<file path="src/rtl/axis_packet_arbiter_if.sv">
// ---------------------------------------------------------------------------
// axis_packet_arbiter_if
//
// Bundles the stream signals of the packet arbiter: NUM_SRC slave streams
// flowing into the arbiter and one shared master stream flowing out of it.
//
// Signals:
//   S_AXIS_TVALID [NUM_SRC]      per-source valid
//   S_AXIS_TDATA  [NUM_SRC*W]    source i occupies bits [i*W +: W]
//   S_AXIS_TLAST  [NUM_SRC]      per-source last
//   S_AXIS_TREADY [NUM_SRC]      per-source ready
//   M_AXIS_TVALID / TDATA / TSTRB / TLAST / TREADY   shared output stream
//
// Modports:
//   master : the arbiter's view (drives M_AXIS_* and S_AXIS_TREADY)
//   slave  : the environment's view (sources and downstream sink)
// ---------------------------------------------------------------------------
interface axis_packet_arbiter_if #(
    parameter int NUM_SRC              = 4,
    parameter int C_M_AXIS_TDATA_WIDTH = 32
);
    logic [NUM_SRC-1:0]                      S_AXIS_TVALID;
    logic [NUM_SRC*C_M_AXIS_TDATA_WIDTH-1:0] S_AXIS_TDATA;
    logic [NUM_SRC-1:0]                      S_AXIS_TLAST;
    logic [NUM_SRC-1:0]                      S_AXIS_TREADY;

    logic                                    M_AXIS_TVALID;
    logic [C_M_AXIS_TDATA_WIDTH-1:0]         M_AXIS_TDATA;
    logic [C_M_AXIS_TDATA_WIDTH/8-1:0]       M_AXIS_TSTRB;
    logic                                    M_AXIS_TLAST;
    logic                                    M_AXIS_TREADY;

    modport master (
        input  S_AXIS_TVALID,
        input  S_AXIS_TDATA,
        input  S_AXIS_TLAST,
        output S_AXIS_TREADY,
        output M_AXIS_TVALID,
        output M_AXIS_TDATA,
        output M_AXIS_TSTRB,
        output M_AXIS_TLAST,
        input  M_AXIS_TREADY
    );

    modport slave (
        output S_AXIS_TVALID,
        output S_AXIS_TDATA,
        output S_AXIS_TLAST,
        input  S_AXIS_TREADY,
        input  M_AXIS_TVALID,
        input  M_AXIS_TDATA,
        input  M_AXIS_TSTRB,
        input  M_AXIS_TLAST,
        output M_AXIS_TREADY
    );
endinterface

</file>
<file path="src/rtl/axis_packet_arbiter.sv">
// ---------------------------------------------------------------------------
// axis_packet_arbiter
//
// Packet-level round-robin arbiter sharing one AXI-Stream master among
// NUM_SRC sources. A grant is held from the first beat of a packet up to and
// including its TLAST, so packets never interleave. The shared output is a
// single registered stage. Packets longer than MAX_PKT_WORDS are cut: the
// MAX_PKT_WORDS-th beat goes out with TLAST forced, the rest of the source
// packet is swallowed, and the sticky OVERRUN flag is raised.
//
// Ports:
//   M_AXIS_ACLK    in   clock, rising edge
//   M_AXIS_ARESET  in   synchronous active-high reset
//   axis           if   stream bundle (master modport), see the interface
//   GRANT          out  index of the current or most recent owner
//   BUSY           out  high whenever the arbiter is not idle
//   OVERRUN        out  sticky, set when any packet is truncated
// ---------------------------------------------------------------------------
module axis_packet_arbiter #(
    parameter  int NUM_SRC              = 4,
    parameter  int C_M_AXIS_TDATA_WIDTH = 32,
    parameter  int MAX_PKT_WORDS        = 8,
    localparam int IDX_W                = $clog2(NUM_SRC)
) (
    input  logic                  M_AXIS_ACLK,
    input  logic                  M_AXIS_ARESET,
    axis_packet_arbiter_if.master axis,
    output logic [IDX_W-1:0]      GRANT,
    output logic                  BUSY,
    output logic                  OVERRUN
);

    localparam int W     = C_M_AXIS_TDATA_WIDTH;
    localparam int CNT_W = $clog2(MAX_PKT_WORDS + 1);

    typedef enum logic [1:0] {
        ST_IDLE = 2'd0,
        ST_PASS = 2'd1,
        ST_DROP = 2'd2
    } state_t;

    state_t             state_q;
    logic [IDX_W-1:0]   grant_q;
    logic [IDX_W-1:0]   rr_ptr_q;
    logic [CNT_W-1:0]   beat_cnt_q;
    logic               busy_q;
    logic               overrun_q;

    logic               m_valid_q;
    logic [W-1:0]       m_data_q;
    logic               m_last_q;

    logic               load_ok;
    logic               src_valid;
    logic               src_last;
    logic [W-1:0]       src_data;
    logic [NUM_SRC-1:0] s_ready;
    logic               pass_accept;
    logic               drop_accept;
    logic               at_limit;
    logic [IDX_W-1:0]   rr_next_d;

    // First requester at or after ptr, searching upward with wrap. Only
    // called when at least one request is present.
    function automatic logic [IDX_W-1:0] rr_pick(
        input logic [NUM_SRC-1:0] req,
        input logic [IDX_W-1:0]   ptr
    );
        logic [IDX_W-1:0] sel;
        logic [IDX_W-1:0] cand;
        logic             found;
        int               idx;
        sel   = ptr;
        found = 1'b0;
        for (int k = 0; k < NUM_SRC; k++) begin
            idx  = (int'(ptr) + k) % NUM_SRC;
            cand = IDX_W'(idx);
            if (!found && req[cand]) begin
                sel   = cand;
                found = 1'b1;
            end
        end
        return sel;
    endfunction

    // The output register may take a new beat when empty or draining now.
    assign load_ok = !m_valid_q || axis.M_AXIS_TREADY;

    // Route the granted source. TREADY depends only on state, grant and the
    // downstream ready, never on the source's own TVALID.
    always_comb begin
        src_valid = 1'b0;
        src_last  = 1'b0;
        src_data  = '0;
        s_ready   = '0;
        for (int i = 0; i < NUM_SRC; i++) begin
            if (grant_q == IDX_W'(i)) begin
                src_valid  = axis.S_AXIS_TVALID[i];
                src_last   = axis.S_AXIS_TLAST[i];
                src_data   = axis.S_AXIS_TDATA[i*W +: W];
                s_ready[i] = (state_q == ST_PASS) ? load_ok : (state_q == ST_DROP);
            end
        end
    end

    assign pass_accept = (state_q == ST_PASS) && src_valid && load_ok;
    assign drop_accept = (state_q == ST_DROP) && src_valid;
    assign at_limit    = (beat_cnt_q == CNT_W'(MAX_PKT_WORDS - 1));

    // Explicit wrap so non-power-of-two NUM_SRC stays in range.
    assign rr_next_d = (grant_q == IDX_W'(NUM_SRC - 1)) ? '0 : grant_q + 1'b1;

    always_ff @(posedge M_AXIS_ACLK) begin
        if (M_AXIS_ARESET) begin
            state_q    <= ST_IDLE;
            grant_q    <= '0;
            rr_ptr_q   <= '0;
            beat_cnt_q <= '0;
            busy_q     <= 1'b0;
            overrun_q  <= 1'b0;
            m_valid_q  <= 1'b0;
            m_data_q   <= '0;
            m_last_q   <= 1'b0;
        end else begin
            // Drain; a beat loaded below in the same cycle keeps TVALID high.
            if (axis.M_AXIS_TREADY) begin
                m_valid_q <= 1'b0;
            end

            case (state_q)
                ST_IDLE: begin
                    if (|axis.S_AXIS_TVALID) begin
                        grant_q    <= rr_pick(axis.S_AXIS_TVALID, rr_ptr_q);
                        beat_cnt_q <= '0;
                        state_q    <= ST_PASS;
                        busy_q     <= 1'b1;
                    end
                end

                ST_PASS: begin
                    if (pass_accept) begin
                        // ---- output register stage ----
                        m_valid_q  <= 1'b1;
                        m_data_q   <= src_data;
                        m_last_q   <= src_last || at_limit;
                        beat_cnt_q <= beat_cnt_q + 1'b1;
                        if (src_last) begin
                            rr_ptr_q <= rr_next_d;
                            state_q  <= ST_IDLE;
                            busy_q   <= 1'b0;
                        end else if (at_limit) begin
                            // Packet truncated: swallow its tail in DROP.
                            overrun_q <= 1'b1;
                            rr_ptr_q  <= rr_next_d;
                            state_q   <= ST_DROP;
                        end
                    end
                end

                ST_DROP: begin
                    if (drop_accept && src_last) begin
                        state_q <= ST_IDLE;
                        busy_q  <= 1'b0;
                    end
                end

                default: begin
                    state_q <= ST_IDLE;
                    busy_q  <= 1'b0;
                end
            endcase
        end
    end

    assign axis.S_AXIS_TREADY = s_ready;
    assign axis.M_AXIS_TVALID = m_valid_q;
    assign axis.M_AXIS_TDATA  = m_data_q;
    assign axis.M_AXIS_TLAST  = m_last_q;
    assign axis.M_AXIS_TSTRB  = '1;

    assign GRANT   = grant_q;
    assign BUSY    = busy_q;
    assign OVERRUN = overrun_q;

endmodule
</file>
<file path="src/flat_wrapper.sv">
// flat-port wrapper written by rule: the top's interface ports become plain ports
module axis_packet_arbiter_flat 
#(
    parameter  int NUM_SRC              = 4,
    parameter  int C_M_AXIS_TDATA_WIDTH = 32,
    parameter  int MAX_PKT_WORDS        = 8,
    localparam int IDX_W                = $clog2(NUM_SRC)
)
  (M_AXIS_ACLK, M_AXIS_ARESET, GRANT, BUSY, OVERRUN, axis_S_AXIS_TVALID, axis_S_AXIS_TDATA, axis_S_AXIS_TLAST, axis_S_AXIS_TREADY, axis_M_AXIS_TVALID, axis_M_AXIS_TDATA, axis_M_AXIS_TSTRB, axis_M_AXIS_TLAST, axis_M_AXIS_TREADY);
  axis_packet_arbiter_if #(.NUM_SRC(NUM_SRC), .C_M_AXIS_TDATA_WIDTH(C_M_AXIS_TDATA_WIDTH)) axis_i ();
  input  logic M_AXIS_ACLK;
  input  logic M_AXIS_ARESET;
  output logic [IDX_W-1:0] GRANT;
  output logic BUSY;
  output logic OVERRUN;
  input wire logic [$bits(axis_i.S_AXIS_TVALID)-1:0] axis_S_AXIS_TVALID;
  input wire logic [$bits(axis_i.S_AXIS_TDATA)-1:0] axis_S_AXIS_TDATA;
  input wire logic [$bits(axis_i.S_AXIS_TLAST)-1:0] axis_S_AXIS_TLAST;
  output wire logic [$bits(axis_i.S_AXIS_TREADY)-1:0] axis_S_AXIS_TREADY;
  output wire logic [$bits(axis_i.M_AXIS_TVALID)-1:0] axis_M_AXIS_TVALID;
  output wire logic [$bits(axis_i.M_AXIS_TDATA)-1:0] axis_M_AXIS_TDATA;
  output wire logic [$bits(axis_i.M_AXIS_TSTRB)-1:0] axis_M_AXIS_TSTRB;
  output wire logic [$bits(axis_i.M_AXIS_TLAST)-1:0] axis_M_AXIS_TLAST;
  input wire logic [$bits(axis_i.M_AXIS_TREADY)-1:0] axis_M_AXIS_TREADY;
  assign axis_i.S_AXIS_TVALID = axis_S_AXIS_TVALID;
  assign axis_i.S_AXIS_TDATA = axis_S_AXIS_TDATA;
  assign axis_i.S_AXIS_TLAST = axis_S_AXIS_TLAST;
  assign axis_S_AXIS_TREADY = axis_i.S_AXIS_TREADY;
  assign axis_M_AXIS_TVALID = axis_i.M_AXIS_TVALID;
  assign axis_M_AXIS_TDATA = axis_i.M_AXIS_TDATA;
  assign axis_M_AXIS_TSTRB = axis_i.M_AXIS_TSTRB;
  assign axis_M_AXIS_TLAST = axis_i.M_AXIS_TLAST;
  assign axis_i.M_AXIS_TREADY = axis_M_AXIS_TREADY;
  axis_packet_arbiter #(.NUM_SRC(NUM_SRC), .C_M_AXIS_TDATA_WIDTH(C_M_AXIS_TDATA_WIDTH), .MAX_PKT_WORDS(MAX_PKT_WORDS)) u_core (.M_AXIS_ACLK(M_AXIS_ACLK), .M_AXIS_ARESET(M_AXIS_ARESET), .axis(axis_i), .GRANT(GRANT), .BUSY(BUSY), .OVERRUN(OVERRUN));
endmodule
</file>
<file path="config.mk">
export PLATFORM = sky130hd
export DESIGN_NAME = axis_packet_arbiter_flat
export DESIGN_NICKNAME = d
export VERILOG_FILES = /design/src/rtl/axis_packet_arbiter_if.sv /design/src/rtl/axis_packet_arbiter.sv /design/src/flat_wrapper.sv
export SDC_FILE = /design/constraint.sdc
export NUM_CORES = 1
export LEC_CHECK = 0
export CAP_MARGIN = 20
export CORE_ASPECT_RATIO = 1.75
export CORE_MARGIN = 4
export CORE_UTILIZATION = 40
export DETAILED_ROUTE_END_ITERATION = 12
export PLACE_DENSITY = 0.9
export SYNTH_ARGS = -nofsm -noshare
export SYNTH_HDL_FRONTEND = slang
export SYNTH_SLANG_ARGS = --single-unit
</file>
<file path="constraint.sdc">
create_clock -name M_AXIS_ACLK -period 3.1 [get_ports M_AXIS_ACLK]
set_input_delay 0.31 -clock M_AXIS_ACLK [delete_from_list [all_inputs] [get_ports M_AXIS_ACLK]]
set_output_delay 0.31 -clock M_AXIS_ACLK [all_outputs]
set_load 0.01 [all_outputs]
</file>
==> run metrics, run 1 <==
most frequent cells in the layout=179 x clkdlybuf4s50_1, 63 x nor3_1, 46 x dfxtp_1; CP most frequent cell=buf_4; # hold bufs at CTS=0; die area=around 9000 um2; grt total ovfl=0; worst-path maximum fanout=34; synthesized area=roughly 2900 um2; All-Layer GR Usage=0.233; CP top delay family=compound AO/OA/AOI/OAI gates; share of the synthesized area in the top cell type=0.317; Detailed Route WL=~10000 um; Worst VDD drop=between 200 and 250 uV; Die H=around 120 um; I/O Buffers=between 150 and 200; status=complete, no violations; clk_skew=about 0.0056 ns; FP Rows=40; Antenna Cells=0; Root Buffer=clkbuf_16; fmax=0.395 GHz; Syn Area/Cell=7.92 um2; Clock Pin Slew Worst Setup and Hold Paths=approximately 0.060 ns; Crit path largest cell delay=between 0.4 and 0.5 ns; min cycle time layout=2.53 ns; fin. max-slew vios=0; CP Launch Type=flop; TritonCTS clock tree=built; initial drt markers=~230; Setup WS post-layout=0.568 ns; Skew-Pair Late Insertion Delay=around 0.29 ns; die width=approximately 72 um; Syn-to-layout area delta=66.8%; # DRC=0; share of layout cells above drive strength 1=0.0548; clk buf depth=2; cell count after synthesis=roughly 370; CP Buf/Inv Count=3; average wire per standard cell=around 17 um; Core ar.=6960 um2; largest net degree at the start of global routing=44; drt first pass iters=4; final net count=672; Power Dens Cells=408 nW/um2; relative slew slack=0.455; commonest non-fill, non-tap cell in the layout=clkdlybuf4s50_1; H-tree levels=2; Via density=between 5 and 6; Final ANT Viol Nets=0; Post-CTS Setup Inserts=0; register area=921 um2; CTS Buf Count=5; vias in the first global route=around 3300; fin crit share=0.817; MaxCap Viol Count=0; Vias=between 3000 and 4000; top-level I/O count=between 150 and 200; cell leakage power=around 0.0017 uW; hold path cells=2; first-pass GRT wire length=approximately 16000 um; CP Capture Type=flop; Place WS=roughly 0.60 ns; cell count of the worst reg-to-reg path=9; WP data required=3.22 ns; endpoints failing hold=0; Synth Register Bits=between 40 and 50; unrepaired setup endpoints after global routing=false; critical path depth in cells=9; worst hold slack=0.446 ns; count of final setup violators=0; Final Wtd Congestion=slightly above 0.8; warnings from Yosys=0; Synth area leader=dfxtp_1; Crit-path slowest cell=a211oi_4; setup TNS=0 ns; Tightest Pin Transition=around 0.82 ns; CP Cell Sequence=inv_1 > ha_2 > buf_4 > nor3b_1 > a211oi_4 > nand3_2 > buf_4 > a211oi_1 > nor3_1; HP Class=flop to flop; Data arrival, critical path=between 2 and 3 ns; Sink Count=46; Cell variety after synth=44; Starting Density=0.418; initial antenna violation count=0; Filler Cell Count=slightly below 600; crit path kind=flop to flop; CTS resizes=0; top cells by area, synth=dfxtp_1 32%, nor3_1 11%, a221oi_1 9.3%; sequential-to-total area share from yosys stat=0.317; multi-input logic area=between 1500 and 2000 um2; Post-DP HPWL=just over 8000 um
==> final timing paths <==
check,endpoint,from,slack (ns)
max,u_core.axis.M_AXIS_TDATA[24],u_core.GRANT[0],0.57
min,u_core.OVERRUN,u_core.OVERRUN,0.45
max reg2reg,u_core.axis.M_AXIS_TDATA[24],u_core.GRANT[0],0.57
min reg2reg,u_core.OVERRUN,u_core.OVERRUN,0.45
==> per-stage QoR <==
stage / instance area (um2) / power [uW] / cells / utilization
after floorplan: 2920 / 1040 / 370 / -
after global placement: 4680 / 1380 / 605 / 0.673
after detailed placement: 4680 / 1390 / 605 / 0.673
after CTS: 4850 / 2000 / 613 / 0.697
after global routing: 4850 / 2090 / 613 / 0.697
final: 4850 / 1980 / 613 / 0.697
==> layout make-up <==
| type | count | share of cell area |
|---|---|---|
| sequential | 46 | 0.190 |
| clock buffer | 7 | 0.0274 |
| multi-input combinational | 278 | 0.362 |
| inverter | 6 | 0.00465 |
| tap | 84 | 0.0217 |
| clock inverter | 1 | 0.00620 |
| timing repair buffer | 191 | 0.388 |
==> synth_stat cells (all sizes together) <==
cell,n
dfxtp,46
or3,1
ha,5
and3b,1
and2b,2
a311o,1
a211oi,36
clkbuf,27
or4,1
a311oi,1
a221oi,31
nand3b,3
nor2,41
o21a,1
and2,4
a211o,2
nor3,63
nand4,2
nand3,1
buf,13
inv,6
and3,2
mux2i,1
xor2,2
nand2b,3
nor3b,3
nor2b,36
o2111ai,1
conb,1
nand2,12
xnor2,1
a31oi,1
a21oi,13
o21ai,3
==> flip-flops by register name, summed over array words and instances (netlist names) <==
name and cells:
u_core.axis.M_AXIS_TDATA 32, u_core.axis.M_AXIS_TVALID 1, u_core.BUSY 1, u_core.OVERRUN 1
u_core.GRANT 2, u_core.rr_ptr_q 2, u_core.beat_cnt_q 4, u_core.state_q 2
u_core.axis.M_AXIS_TLAST 1
==> tightest hold or removal path: stages, from the launching register on <==
cell     delay [ns]
dfxtp_1        0.31
inv_1          0.04
a21oi_1        0.05
==> logic make-up (layout without fill, tap and decap cells) <==
group | count (synthesis) | count (layout) | share of synthesized area
XOR/XNOR | 3 | 3 | 0.00905
flip-flops | 46 | 46 | 0.317
multiplexers | 1 | 1 | 0.00345
other | 1 | 4 | 0.00129
AO/OA/AOI/OAI | 90 | 90 | 0.247
adder cells (fa/ha/maj) | 5 | 5 | 0.0215
AND/OR/NAND/NOR | 175 | 175 | 0.316
buffers and inverters | 46 | 205 | 0.0848
==> layer usage <==
metal | track usage | routed length, um
met1 | 0.236 | 3460
met2 | 0.425 | 5570
met3 | 0.0557 | 838
met4 | 0.124 | 441
met5 | 0 | 0
==> power breakdown <==
group / leakage, uW / switching (uW) / total, uW / internal, uW
combinational: 0.00125 / 306 / 702 / 396
clock: 0.0000781 / 216 / 597 / 381
sequential: 0.000376 / 33.1 / 680 / 647
No activity file was read; power rests on OpenSTA's default activity.
==> inputs of run 2 (changes only) <==
--- a/config.mk
+++ b/config.mk
@@ -8,9 +8,9 @@
 export CAP_MARGIN = 20
 export CORE_ASPECT_RATIO = 1.75
 export CORE_MARGIN = 4
-export CORE_UTILIZATION = 40
+export CORE_UTILIZATION = 37
 export DETAILED_ROUTE_END_ITERATION = 12
-export PLACE_DENSITY = 0.9
+export PLACE_DENSITY = 0.84
 export SYNTH_ARGS = -nofsm -noshare
 export SYNTH_HDL_FRONTEND = slang
 export SYNTH_SLANG_ARGS = --single-unit
==> constraint.sdc (replaced) <==
create_clock -name M_AXIS_ACLK -period 2.6 [get_ports M_AXIS_ACLK]
set_input_delay 0.26 -clock M_AXIS_ACLK [delete_from_list [all_inputs] [get_ports M_AXIS_ACLK]]
set_output_delay 0.26 -clock M_AXIS_ACLK [all_outputs]
set_load 0.01 [all_outputs]
==> run metrics, run 2 (same netlist as run 1, synthesis figures left out) <==
Starting Density=0.381; Clock Pin Slew Worst Setup and Hold Paths=~0.060 ns; grt total ovfl=0; status=complete, no violations; CP Launch Type=flop; Post-CTS Setup Inserts=0; max reg flops=32; Final ANT Viol Nets=0; first-pass GRT wire length=around 17000 um; final net count=~680; CP top delay family=compound AO/OA/AOI/OAI gates; CTS resizes=0; Seq pwr share=0.351; Worst VDD drop=about 350 uV; CP Buf/Inv Count=3; count of final setup violators=0; clk buf depth=2; # DRC=0; Core ar.=about 7600 um2; placed cells=613; TritonCTS clock tree=built; Vias=3433; commonest non-fill, non-tap cell in the layout=clkdlybuf4s50_1; setup TNS=0 ns; most frequent cells in the layout=179 x clkdlybuf4s50_1, 63 x nor3_1, 46 x dfxtp_1; CP Cell Sequence=inv_1 > ha_1 > buf_4 > nand3b_2 > a211oi_4 > nand3_2 > buf_12 > a211oi_1 > nor3_1; vias in the first global route=3442; # hold bufs at CTS=0; average wire per standard cell=between 15 and 20 um; cell leakage power=about 0.0017 uW; fin crit share=0.924; Detailed Route WL=between 10000 and 15000 um; MaxCap Viol Count=0; Post-Layout Cell Count=a little over 600; H-tree levels=2; worst hold slack=~0.45 ns; clk_skew=0.00512 ns; Int Pwr=~1600 uW; top-level I/O count=~190; Crit-path slowest cell=dfxtp_1; largest net degree at the start of global routing=46; Clk network pwr share=0.274; crit path kind=flop to flop; Tightest Pin Transition=between 0.8 and 0.9 ns; FP Rows=42; Power Total=2310 uW; register area=between 900 and 1000 um2; Skew-Pair Late Insertion Delay=approximately 0.28 ns; endpoints failing hold=0; worst-path maximum fanout=34; Syn-to-layout area delta=68.2%; Antenna Cells=0; Data arrival, critical path=~2.5 ns; die area=9390 um2; initial antenna violation count=0; die width=approximately 75 um; fmax=0.416 GHz; min cycle time layout=2.40 ns; initial drt markers=232; multi-input logic area=1760 um2; Die H=125 um; share of layout cells above drive strength 1=0.0638; Crit path largest cell delay=just under 0.4 ns; Power Dens Cells=472 nW/um2; Sink Count=46; Comb power frac=0.374; WP data required=roughly 2.7 ns; fin. max-slew vios=0; Via density=5.53; CP Capture Type=flop; Root Buffer=clkbuf_16; I/O Buffers=180; unrepaired setup endpoints after global routing=false; Sw Share=0.288; All-Layer GR Usage=0.224; drt first pass iters=7; HP Class=flop to flop; Final Wtd Congestion=a little under 0.9; Post-DP HPWL=around 8400 um; Filler Cell Count=between 600 and 700; CTS Buf Count=5; relative slew slack=0.433; sw power=665 uW
run 2: cell count changes in the layout (fill, tap and decap cells not counted), sizes merged:
cell	change
buf	+4
bufinv	-1
clkinv	+1
run 2: path summary, 6_finish.rpt:
check | start | to | slack (ns) | cells past startpoint
hold / removal | u_core.OVERRUN | u_core.OVERRUN | 0.45 | 2
hold reg to reg | u_core.OVERRUN | u_core.OVERRUN | 0.45 | 2
setup reg to reg | u_core.GRANT[1] | u_core.axis.M_AXIS_TDATA[22] | 0.20 | 9
setup / recovery | u_core.GRANT[1] | u_core.axis.M_AXIS_TDATA[22] | 0.20 | 9
run 2: per-stage QoR:
stage / worst slack (ns) / utilization / area [um2]
floorplan: 0.540 / - / 2920
detailed placement: 0.203 / 0.622 / 4740
global route: 0.0358 / 0.641 / 4890
global placement: 0.0877 / 0.620 / 4720
CTS: 0.197 / 0.641 / 4890
finish: 0.199 / 0.641 / 4890
run 2: worst register-to-register path, stage by stage (launching register included):
cell and delay [ns]:
dfxtp_1 0.39, inv_1 0.09, ha_1 0.21, buf_4 0.20, nand3b_2 0.24, a211oi_4 0.36, nand3_2 0.14, buf_12 0.21
a211oi_1 0.32, nor3_1 0.09
run 2: cell type report:
| cell class | count | area share |
|---|---|---|
| Timing Repair Buffer | 195 | 0.395 |
| Sequential cell | 46 | 0.188 |
| Inverter | 6 | 0.00461 |
| Multi-Input combinational cell | 278 | 0.359 |
| Clock inverter | 1 | 0.00102 |
| Tap cell | 88 | 0.0225 |
| Clock buffer | 7 | 0.0292 |
run 2: power by group through the flow:
| stage | registers [uW] | logic, uW | clock network (uW) |
|---|---|---|---|
| 2_1_floorplan | 851 | 391 | 0 |
| 3_3_place_gp | 823 | 839 | 0 |
| 3_5_place_dp | 826 | 865 | 0 |
| 4_1_cts | 811 | 870 | 647 |
| 5_1_grt | 820 | 934 | 669 |
| 6_report | 811 | 864 | 633 |
run 2: metal layers:
metal,global-route usage,vias up,routed length (um)
li1,-,1670,-
met2,0.410,159,5800
met1,0.234,1580,3760
met5,0,-,0
met4,0.0985,0,378
met3,0.0442,24,765
==> inputs of run 3 (changes only) <==
--- a/config.mk
+++ b/config.mk
@@ -9,7 +9,9 @@
 export CORE_ASPECT_RATIO = 1.75
 export CORE_MARGIN = 4
 export CORE_UTILIZATION = 37
+export CTS_CLUSTER_SIZE = 25
 export DETAILED_ROUTE_END_ITERATION = 12
+export HOLD_SLACK_MARGIN = 0.06
 export PLACE_DENSITY = 0.84
 export SYNTH_ARGS = -nofsm -noshare
 export SYNTH_HDL_FRONTEND = slang
==> results of run 3 <==
Same layout as run 2: the final DEF is identical, and so are final timing and power.
